===== src/rtl/dmem_arbiter.sv =====
// dmem_arbiter: core/DMA arbiter for one single-port data memory (c_* core port, d_* DMA burst port, m_* memory port)
module dmem_arbiter #(
  parameter int ADDR_W = 32,
  parameter int DATA_W = 32
) (
  input  logic              clk,
  input  logic              rst,
  input  logic              c_req,
  input  logic              c_we,
  input  logic [ADDR_W-1:0] c_addr,
  input  logic [DATA_W-1:0] c_wd,
  output logic              c_gnt,
  output logic              c_stall,
  output logic [DATA_W-1:0] c_rd,
  input  logic              d_req,
  input  logic              d_we,
  input  logic [ADDR_W-1:0] d_addr,
  input  logic [3:0]        d_len,
  input  logic [DATA_W-1:0] d_wd,
  output logic              d_gnt,
  output logic [DATA_W-1:0] d_rd,
  output logic              d_done,
  output logic              m_we,
  output logic [ADDR_W-1:0] m_addr,
  output logic [DATA_W-1:0] m_wd,
  input  logic [DATA_W-1:0] m_rd
);
  typedef enum logic [1:0] {IDLE, CORE, DMA} state_t;
  state_t state, state_nx;
  logic [ADDR_W-1:0] cur_addr;
  logic [3:0] remaining;
  logic dir;
  logic core_xfer, dma_beat, last, enter_dma;
  assign c_gnt = state == CORE;
  assign d_gnt = state == DMA;
  assign c_stall = c_req & ~c_gnt;
  assign core_xfer = c_gnt & c_req;
  assign dma_beat = d_gnt & d_req;
  assign last = dma_beat & (remaining == 4'd0);
  assign d_done = last;
  always_comb begin
    state_nx = state == IDLE ? (c_req ? CORE : d_req ? DMA : IDLE)
             : state == CORE ? (d_req ? DMA : CORE)
             : state == DMA  ? (!last ? DMA : c_req ? CORE : d_req ? DMA : IDLE)
             : IDLE;
    enter_dma = state_nx == DMA && (state != DMA || last);
  end
  always_ff @(posedge clk) begin
    if (rst) begin
      state <= IDLE;
      cur_addr <= '0;
      remaining <= '0;
      dir <= 1'b0;
    end else begin
      state <= state_nx;
      if (enter_dma) begin
        cur_addr <= d_addr;
        remaining <= d_len;
        dir <= d_we;
      end else if (dma_beat) begin
        cur_addr <= cur_addr + ADDR_W'(4);
        remaining <= remaining - 4'd1;
      end
    end
  end
  assign m_we = core_xfer ? c_we : dma_beat & dir;
  assign m_addr = core_xfer ? c_addr : dma_beat ? cur_addr : '0;
  assign m_wd = core_xfer ? c_wd : dma_beat ? d_wd : '0;
  assign c_rd = core_xfer ? m_rd : '0;
  assign d_rd = dma_beat ? m_rd : '0;
endmodule


===== config.mk =====
export PLATFORM = sky130hd
export DESIGN_NAME = dmem_arbiter
export DESIGN_NICKNAME = d
export VERILOG_FILES = /design/src/rtl/dmem_arbiter.sv
export SDC_FILE = /design/constraint.sdc
export NUM_CORES = 1
export LEC_CHECK = 0
export CAP_MARGIN = 25
export CELL_PAD_IN_SITES_DETAIL_PLACEMENT = 0
export CELL_PAD_IN_SITES_GLOBAL_PLACEMENT = 1
export CORE_MARGIN = 4
export CORE_UTILIZATION = 22
export CTS_CLUSTER_SIZE = 25
export DETAILED_ROUTE_END_ITERATION = 7
export PLACE_DENSITY_LB_ADDON = 0.2
export SLEW_MARGIN = 40
export SYNTH_ARGS = -nofsm -noshare
export SYNTH_HDL_FRONTEND = slang
export SYNTH_SLANG_ARGS = --single-unit

===== constraint.sdc =====
create_clock -name clk -period 5.5 [get_ports clk]
set_input_delay 1.65 -clock clk [delete_from_list [all_inputs] [get_ports clk]]
set_output_delay 1.65 -clock clk [all_outputs]
set_load 0.005 [all_outputs]

; ---- After elaboration in Yosys (flattened, before gate mapping)
; Index checks and enable logic that the tools add are counted.
[word_totals]
reg_bits = 39
latch_bits = 0
ramBits = 0
mem_bits_ro = 0
inputBits = 170
out_inout_bits = 133
elab_cells = 39
mem_count = 0
[op_classes]
add_sub_neg = 2
mul = 0
div_mod_pow = 0
n_lt_le_gt_ge = 0
eq_ne = 4
shift = 0
mux = 18
bitwise = 6
n_reduce_logical = 5
[op_table]
columns = op, count
row1 = $mux W32, 8
row2 = $add A32 B3 Y32 const B, 1
row3 = $mux W2, 7
row4 = $mux W4, 2
row5 = $and A1 B1 Y1, 5
row6 = $eq A2 B2 Y1 const B, 2
row7 = $logic_not A4 Y1, 1
row8 = $sub A4 B1 Y4 const B, 1
row9 = $eq A2 B1 Y1 const B, 1
row10 = $logic_not A2 Y1, 1
row11 = $ne A2 B2 Y1 const B, 1
row12 = $reduce_bool A2 Y1, 1
row13 = $logic_and A1 B1 Y1, 1
row14 = $logic_or A1 B1 Y1, 1
row15 = $mux W1, 1
row16 = $not A1 Y1, 1

; ---- Depth between registers and ports, before layout
; Gate-level depths: netlist of the first run.
[logic_depth]
word_depth = 10
ltp_mapped = 8

; ---- Worst setup path before layout of the first run
; OpenSTA, ideal clock, no wires.
[synth_timing]
kind = input to output
start = input d_req
end = output m_addr[24]
arrival_ns = 2.618
slack_ns = 1.232
cell_stages = 5
n_path_buf = 3
cell_sequence = and3b_1 buf_2 buf_2 clkbuf_1 a22o_1
[synth_between]
elab_chain_len = 3
[synth_lines]
columns = element, line
row1 = start: declaration, 15  ; input logic d_req,
row2 = $and A1 B1 Y1, 38  ; assign dma_beat = d_gnt & d_req;
row3 = $mux W32 (2 in series), 67  ; assign m_addr = core_xfer ? c_addr : dma_beat ? cur_addr : '0;
row4 = end: declaration, 24  ; output logic [ADDR_W-1:0] m_addr,
; Every way passes these cells.

; ---- Final worst setup path of the first run
[layout_timing]
start = input d_req
end = output m_wd[26]
[layout_between]
elab_chain_len = 3
[layout_lines]
columns = element, line
row1 = $and A1 B1 Y1, 38
row2 = $mux W32 (2 in series), 68  ; assign m_wd = core_xfer ? c_wd : dma_beat ? d_wd : '0;
row3 = end: declaration, 25  ; output logic [DATA_W-1:0] m_wd,
; Every way passes these cells.

==> summary.txt, run 1 <==
Detailed routing
  – Starting DRT DRC Count: between 150 and 200
  – WL/cell: roughly 21 um
  – Via count: 4511
  – Final WL: about 19000 um
  – Routed Antenna Nets: 0
  – DRC: 0
  – Vias/cell: ~5.1
  – Number of detailed-route iterations in the first pass: 4

Die
  – Die area: approximately 17000 um2
  – Core area: 14700 um2
  – Die width: between 100 and 150 um
  – Std cell rows: between 40 and 50
  – Ports: roughly 300
  – Die height: roughly 130 um
  – Initial cell density of the core: between 20% and 30%

STA
  – Sum Neg Setup Slack: 0 ns
  – Final Slew Violations: 0
  – Endpoints failing hold: 0
  – Setup ws final: 0.437 ns
  – RSZ-0062 raised after global routing: false
  – Max-slew headroom at the worst pin: approximately half
  – Final min period: 5.06 ns
  – Fmax: 198 MHz
  – Tcrit/Tclk final: 92.1%
  – Worst slew pin tran: ~0.76 ns
  – Clock Skews: between 0.009 and 0.01 ns
  – Setup Viol. Count Final: 0

Critical path
  – Slowest cell on crit path: clkdlybuf4s50_1
  – Kind of critical path: input port to output pin
  – CP peak stage delay: around 0.53 ns
  – Delay-heaviest family, CP: buffers and inverters
  – CP required: between 3 and 4 ns
  – Worst Path Buf+Inv: 3
  – Crit path top cell by count: clkdlybuf4s50_1
  – Crit start category: input port
  – CP max FO: 59
  – Worst Setup End Kind: output pin
  – WP data arrival: about 3.4 ns
  – CP Cell Sequence: clkdlybuf4s50_1, and3b_4, buf_12, a22o_1, clkdlybuf4s50_1

Cells and area
  – P&R area growth vs syn: 101%
  – # fillers: around 1500
  – Final core occ: a little under half
  – Fin cells: between 800 and 900
  – Nets@finish: between 800 and 900
  – Share of cells above drive strength 1: 3.24%
  – Multi-input logic area: ~2400 um2
  – Final antenna diode count: 0
  – Sequential cell area: ~780 um2

Logic synthesis
  – Ys Warns: 0
  – Cells after Synth: around 430
  – Post-synth EDFFs: 0
  – Syn nets: 605
  – Cell Area, Synth: between 3000 and 4000 um2
  – Yosys reg bits: 39
  – Top_reg_cell synth: dfxtp_1
  – Async SR Flop Fraction: 0%
  – Seq/Total Area, Yosys: 23.4%
  – Post-synth cell types: 44
  – Post-Syn Area per Cell: roughly 7.7 um2

Place
  – Gpl congestion: ~0.76
  – Port Buf Inserts: just over 300
  – Placed Instances: ~900
  – Pre-CTS setup slack: 0.407 ns
  – Detailed placement HPWL: roughly 15000 um

Clocking
  – CTS Hold Buffers Added: 0
  – Clock tree sinks: 39
  – Clk slew on worst S/H paths: about 0.06 ns
  – Max clock buf depth: 2
  – Skew-Pair Late Insertion Delay: 0.29 ns
  – Post-CTS Repair Setup Buffers: 0
  – Root Buffer: clkbuf_16
  – CTS Buf Count: 5
  – CTS tree: done
  – Post-CTS sizing: 0
  – CTS H-tree depth: 2

Global routing
  – Largest net degree at the start of global routing: 64
  – GRT Total Usage: roughly 20%
  – Grt ovf: 0
  – First-pass GRT wire length: about 27000 um
  – Initial antenna violation count: 0
  – Vias in the first global route: roughly 4300

Power
  – Worst vdd ir: between 100 and 150 uV
  – Leak: approximately 2.4 nW
  – Pwr Density: about 160 nW/um2

Flow run
  – Max-cap violations: 0

Outcome
  – Status: completed

Hold path
  – Hold/Removal Path Class: flop to flop
==> cells in the mapped netlist, types with 3 or more instances <==
library cell | n | area, um2
a211oi_1 | 15 | 113
a21oi_1 | 14 | 70.1
a22o_1 | 64 | 561
a311oi_1 | 3 | 26.3
a31oi_1 | 9 | 56.3
and2_1 | 36 | 225
and3_1 | 36 | 225
and4_1 | 10 | 87.6
buf_1 | 8 | 30.0
buf_2 | 8 | 40.0
clkbuf_1 | 24 | 90.1
dfxtp_1 | 39 | 781
ha_1 | 3 | 37.5
inv_1 | 5 | 18.8
nand2_1 | 27 | 101
nand3_1 | 5 | 25.0
nand4_1 | 13 | 81.3
nor2_1 | 11 | 41.3
nor2b_1 | 4 | 25.0
nor3_1 | 10 | 50.1
nor4_1 | 11 | 68.8
o21ai_0 | 24 | 120
o221ai_1 | 6 | 52.6
o31ai_1 | 6 | 45.0
or3_1 | 5 | 31.3
or4_1 | 6 | 45.0
xnor2_1 | 9 | 78.8
xor2_1 | 5 | 43.8
==> tightest hold or removal path: stages, from the launching register on <==
cell and delay [ns]:
dfxtp_1 0.31, nand2_1 0.05, a21oi_1 0.05
==> layout by cell type, fill, tap and decap left out, types with 3 or more instances in the layout <==
master           count
o31ai_1              6
buf_12               3
clkdlybuf4s50_1    302
nand2_1             27
a21oi_1             14
nand3_1              5
a22o_1              64
and3_1              36
ha_1                 3
nor4_1              11
and2_1              35
o21ai_0             24
or4_1                6
xor2_1               5
a311oi_1             3
or3_1                5
clkbuf_16            5
buf_4                5
and4_1              10
xnor2_1              9
inv_1                5
a211oi_1            15
nor2_1              11
nand4_1             13
o221ai_1             6
nor3_1              10
dfxtp_1             39
nor2b_1              4
a31oi_1              9
==> per-layer routing <==
metal,vias up,share of wire (%),track usage [%]
met1,2112,43,26.4
li1,2236,-,-
met2,155,49,33.8
met3,8,7.1,4.39
met4,0,0.75,2.90
met5,-,0,0
==> sequential cells by signal, summed over array words and instances (netlist names) <==
name	flops
cur_addr	32
dir	1
remaining	4
state	2
==> cells by family (layout without fill, tap and decap cells) <==
family	count (synthesis)	after routing	share of synthesized area [%]
AO/OA/AOI/OAI	147	147	32.9
AND/OR/NAND/NOR	183	183	33.1
XOR/XNOR	14	14	3.68
adder cells (fa/ha/maj)	3	3	1.13
buffers and inverters	46	323	5.71
flip-flops	39	39	23.4
==> layout make-up <==
type	instances	area share [%]
multi-input cells	347	35.4
clock buffers	6	2.07
inverters	5	0.280
flip-flops and latches	39	11.6
repair buffers	310	46.5
well taps	184	3.43
clock inverters	2	0.579
==> final timing paths <==
check / startpoint / endpoint / slack (ns) / cells past startpoint
setup / recovery: d_req / m_wd[26] / 0.44 / 5
hold / removal: dir$_SDFFE_PP0P_ / dir$_SDFFE_PP0P_ / 0.46 / 2
setup reg to reg: remaining[0]$_SDFFE_PP0P_ / cur_addr[22]$_SDFFE_PP0P_ / 3.30 / 6
hold reg to reg: dir$_SDFFE_PP0P_ / dir$_SDFFE_PP0P_ / 0.46 / 2
==> per-stage QoR <==
step | hold WS (ns) | cell area [um2] | power, mW
after floorplan | 0.432 | 3330 | 0.491
after global placement | 0.443 | 6520 | 0.749
after detailed placement | 0.453 | 6530 | 0.754
after CTS | 0.462 | 6700 | 1.11
after global routing | 0.479 | 6700 | 1.15
final | 0.456 | 6700 | 1.10
==> where the power goes <==
part	internal (mW)	switching, mW	leakage [nW]	total, mW
Sequential	0.312	0.0477	0.322	0.359
Combinational	0.243	0.146	2.02	0.390
Clock	0.228	0.125	0.0875	0.353
(Power assumes the default switching activity.)
==> inputs of run 2 (changes only) <==
--- a/config.mk
+++ b/config.mk
@@ -6,13 +6,12 @@
 export NUM_CORES = 1
 export LEC_CHECK = 0
 export CAP_MARGIN = 25
-export CELL_PAD_IN_SITES_DETAIL_PLACEMENT = 0
-export CELL_PAD_IN_SITES_GLOBAL_PLACEMENT = 1
-export CORE_MARGIN = 4
-export CORE_UTILIZATION = 22
+export CORE_AREA = 4 4 117 119
 export CTS_CLUSTER_SIZE = 25
 export DETAILED_ROUTE_END_ITERATION = 7
+export DIE_AREA = 0 0 121 123
 export PLACE_DENSITY_LB_ADDON = 0.2
+export SKIP_LAST_GASP = 1
 export SLEW_MARGIN = 40
 export SYNTH_ARGS = -nofsm -noshare
 export SYNTH_HDL_FRONTEND = slang
==> summary.txt, run 2 (synthesized netlist as in run 1, its figures left out) <==
Outcome
  – Status: completed (unchanged)

Detailed routing
  – DRC: 0 (unchanged)
  – Number of detailed-route iterations in the first pass: 4 (unchanged)
  – Vias/cell: 5.28 (was 5.05)
  – Starting DRT DRC Count: 305 (was 191)
  – Final WL: 17500 um (was 19000 um)
  – Via count: 4646 (was 4511)
  – Routed Antenna Nets: 0 (unchanged)
  – WL/cell: 19.9 um (was 21.3 um)

STA
  – Setup Viol. Count Final: 0 (unchanged)
  – Sum Neg Setup Slack: 0 ns (unchanged)
  – Final min period: 5.18 ns (was 5.06 ns)
  – Final Slew Violations: 0 (unchanged)
  – Tcrit/Tclk final: 94.3% (was 92.1%)
  – RSZ-0062 raised after global routing: false (unchanged)
  – Max-slew headroom at the worst pin: 49.7% (was 49.1%)
  – Clock Skews: 0.00590 ns (was 0.00979 ns)
  – Setup ws final: 0.316 ns (was 0.437 ns)
  – Endpoints failing hold: 0 (unchanged)
  – Worst slew pin tran: 0.748 ns (was 0.763 ns)
  – Fmax: 193 MHz (was 198 MHz)

Clocking
  – Clock tree sinks: 39 (unchanged)
  – Post-CTS Repair Setup Buffers: 0 (unchanged)
  – CTS Buf Count: 5 (unchanged)
  – Clk slew on worst S/H paths: 0.06 ns (about the same)
  – Max clock buf depth: 2 (unchanged)
  – CTS tree: done (unchanged)
  – CTS H-tree depth: 2 (unchanged)
  – Root Buffer: clkbuf_16 (unchanged)
  – Post-CTS sizing: 0 (unchanged)
  – Skew-Pair Late Insertion Delay: 0.28 ns (was 0.29 ns)
  – CTS Hold Buffers Added: 0 (unchanged)

Die
  – Initial cell density of the core: 26.5% (was 22.7%)
  – Die width: 121 um (was 131 um)
  – Die height: 123 um (was 131 um)
  – Std cell rows: 41 (was 44)
  – Die area: 14900 um2 (was 17200 um2)
  – Ports: 303 (unchanged)
  – Core area: 12600 um2 (was 14700 um2)

Cells and area
  – Reg with most FFs: cur_addr (unchanged)
  – Sequential cell area: 781 um2 (unchanged)
  – Commonest non-fill, non-tap cells in the layout: 302 x clkdlybuf4s50_1, 64 x a22o_1, 39 x dfxtp_1, 36 x and3_1, 35 x and2_1 (unchanged)
  – Final antenna diode count: 0 (unchanged)
  – Commonest non-fill, non-tap cell in the layout: clkdlybuf4s50_1 (unchanged)
  – Share of cells above drive strength 1: 2.97% (was 3.24%)
  – Multi-input logic area: 2380 um2 (unchanged)
  – Top Registers: cur_addr: 32 flops, remaining: 4 flops, state: 2 flops (unchanged)
  – # fillers: 1169 (was 1461)
  – Nets@finish: 880 (was 881)
  – Largest register FFs: 32 (unchanged)
  – Fin cells: 880 (was 893)
  – P&R area growth vs syn: 99.9% (was 101%)

Global routing
  – Grt ovf: 0 (unchanged)
  – Vias in the first global route: 4479 (was 4303)
  – First-pass GRT wire length: 25600 um (was 26500 um)
  – Initial antenna violation count: 1 (was 0)
  – GRT Total Usage: 21.8% (was 19.9%)
  – Largest net degree at the start of global routing: 66 (was 64)

Critical path
  – Crit start category: input port (unchanged)
  – CP Cell Sequence: clkdlybuf4s50_1, and3b_4, buf_12, a22o_1, clkdlybuf4s50_1 (unchanged)
  – Slowest cell on crit path: clkdlybuf4s50_1 (unchanged)
  – CP peak stage delay: 0.56 ns (was 0.53 ns)
  – Kind of critical path: input port to output pin (unchanged)
  – Crit path top cell by count: clkdlybuf4s50_1 (unchanged)
  – CP required: 3.85 ns (about the same)
  – CP max FO: 65 (was 59)
  – Worst Setup End Kind: output pin (unchanged)
  – WP data arrival: 3.53 ns (was 3.41 ns)

Power
  – Leak: 2.41 nW (was 2.43 nW)
  – Worst vdd ir: 142 uV (was 108 uV)
  – Pwr Density: 156 nW/um2 (was 164 nW/um2)

Flow run
  – Max-cap violations: 0 (unchanged)

Hold path
  – Hold/Removal Path Class: flop to flop (unchanged)

Place
  – Gpl congestion: 0.821 (was 0.761)
  – Pre-CTS setup slack: 0.342 ns (was 0.407 ns)
  – Placed Instances: 872 (was 885)
  – Port Buf Inserts: 302 (unchanged)
  – Detailed placement HPWL: 13900 um (was 15100 um)
run 2: worst paths after layout:
path                                                 from  slack [ns]                         to  cells after the start
worst max-delay path                                d_req        0.32                   m_wd[12]                      5
worst min-delay path                     dir$_SDFFE_PP0P_        0.46           dir$_SDFFE_PP0P_                      2
worst max register to register  remaining[0]$_SDFFE_PP0P_        3.25  cur_addr[29]$_SDFFE_PP0P_                      6
worst min register to register           dir$_SDFFE_PP0P_        0.46           dir$_SDFFE_PP0P_                      2
run 2: critical path: cells and delay by family:
family / cells / cell delay (ns)
buf+inv: 3 / 1.31
compound gates: 1 / 0.28
simple gates: 1 / 0.24
run 2: layout make-up:
cell class	count	area share [%]
repair buffers	309	46.8
multi-input cells	347	35.7
flip-flops and latches	39	11.7
well taps	172	3.23
clock buffers	7	2.14
inverters	5	0.282
clock inverters	1	0.132
run 2: where the power goes:
group	total, mW	switching, mW	internal [mW]
Sequential	0.358	0.0466	0.312
Combinational	0.385	0.142	0.243
Clock	0.294	0.113	0.181
Total	1.04	0.302	0.736
run 2: stage by stage:
| stage | hold slack [ns] | instance area [um2] | utilization [%] | total power [mW] |
|---|---|---|---|---|
| after floorplan | 0.432 | 3330 | - | 0.491 |
| after global placement | 0.447 | 6490 | 51.7 | 0.742 |
| after detailed placement | 0.450 | 6500 | 51.7 | 0.748 |
| after CTS | 0.458 | 6660 | 53.0 | 1.04 |
| after global routing | 0.473 | 6660 | 53.0 | 1.09 |
| final | 0.456 | 6660 | 53.0 | 1.04 |
run 2: per-layer routing:
| layer | vias to the layer above | track usage, % | share of wire, % |
|---|---|---|---|
| li1 | 2238 | - | - |
| met2 | 198 | 38.1 | 50 |
| met1 | 2194 | 27.4 | 40 |
| met3 | 14 | 5.49 | 8.6 |
| met4 | 2 | 3.61 | 0.97 |
| met5 | - | 0 | 0.074 |
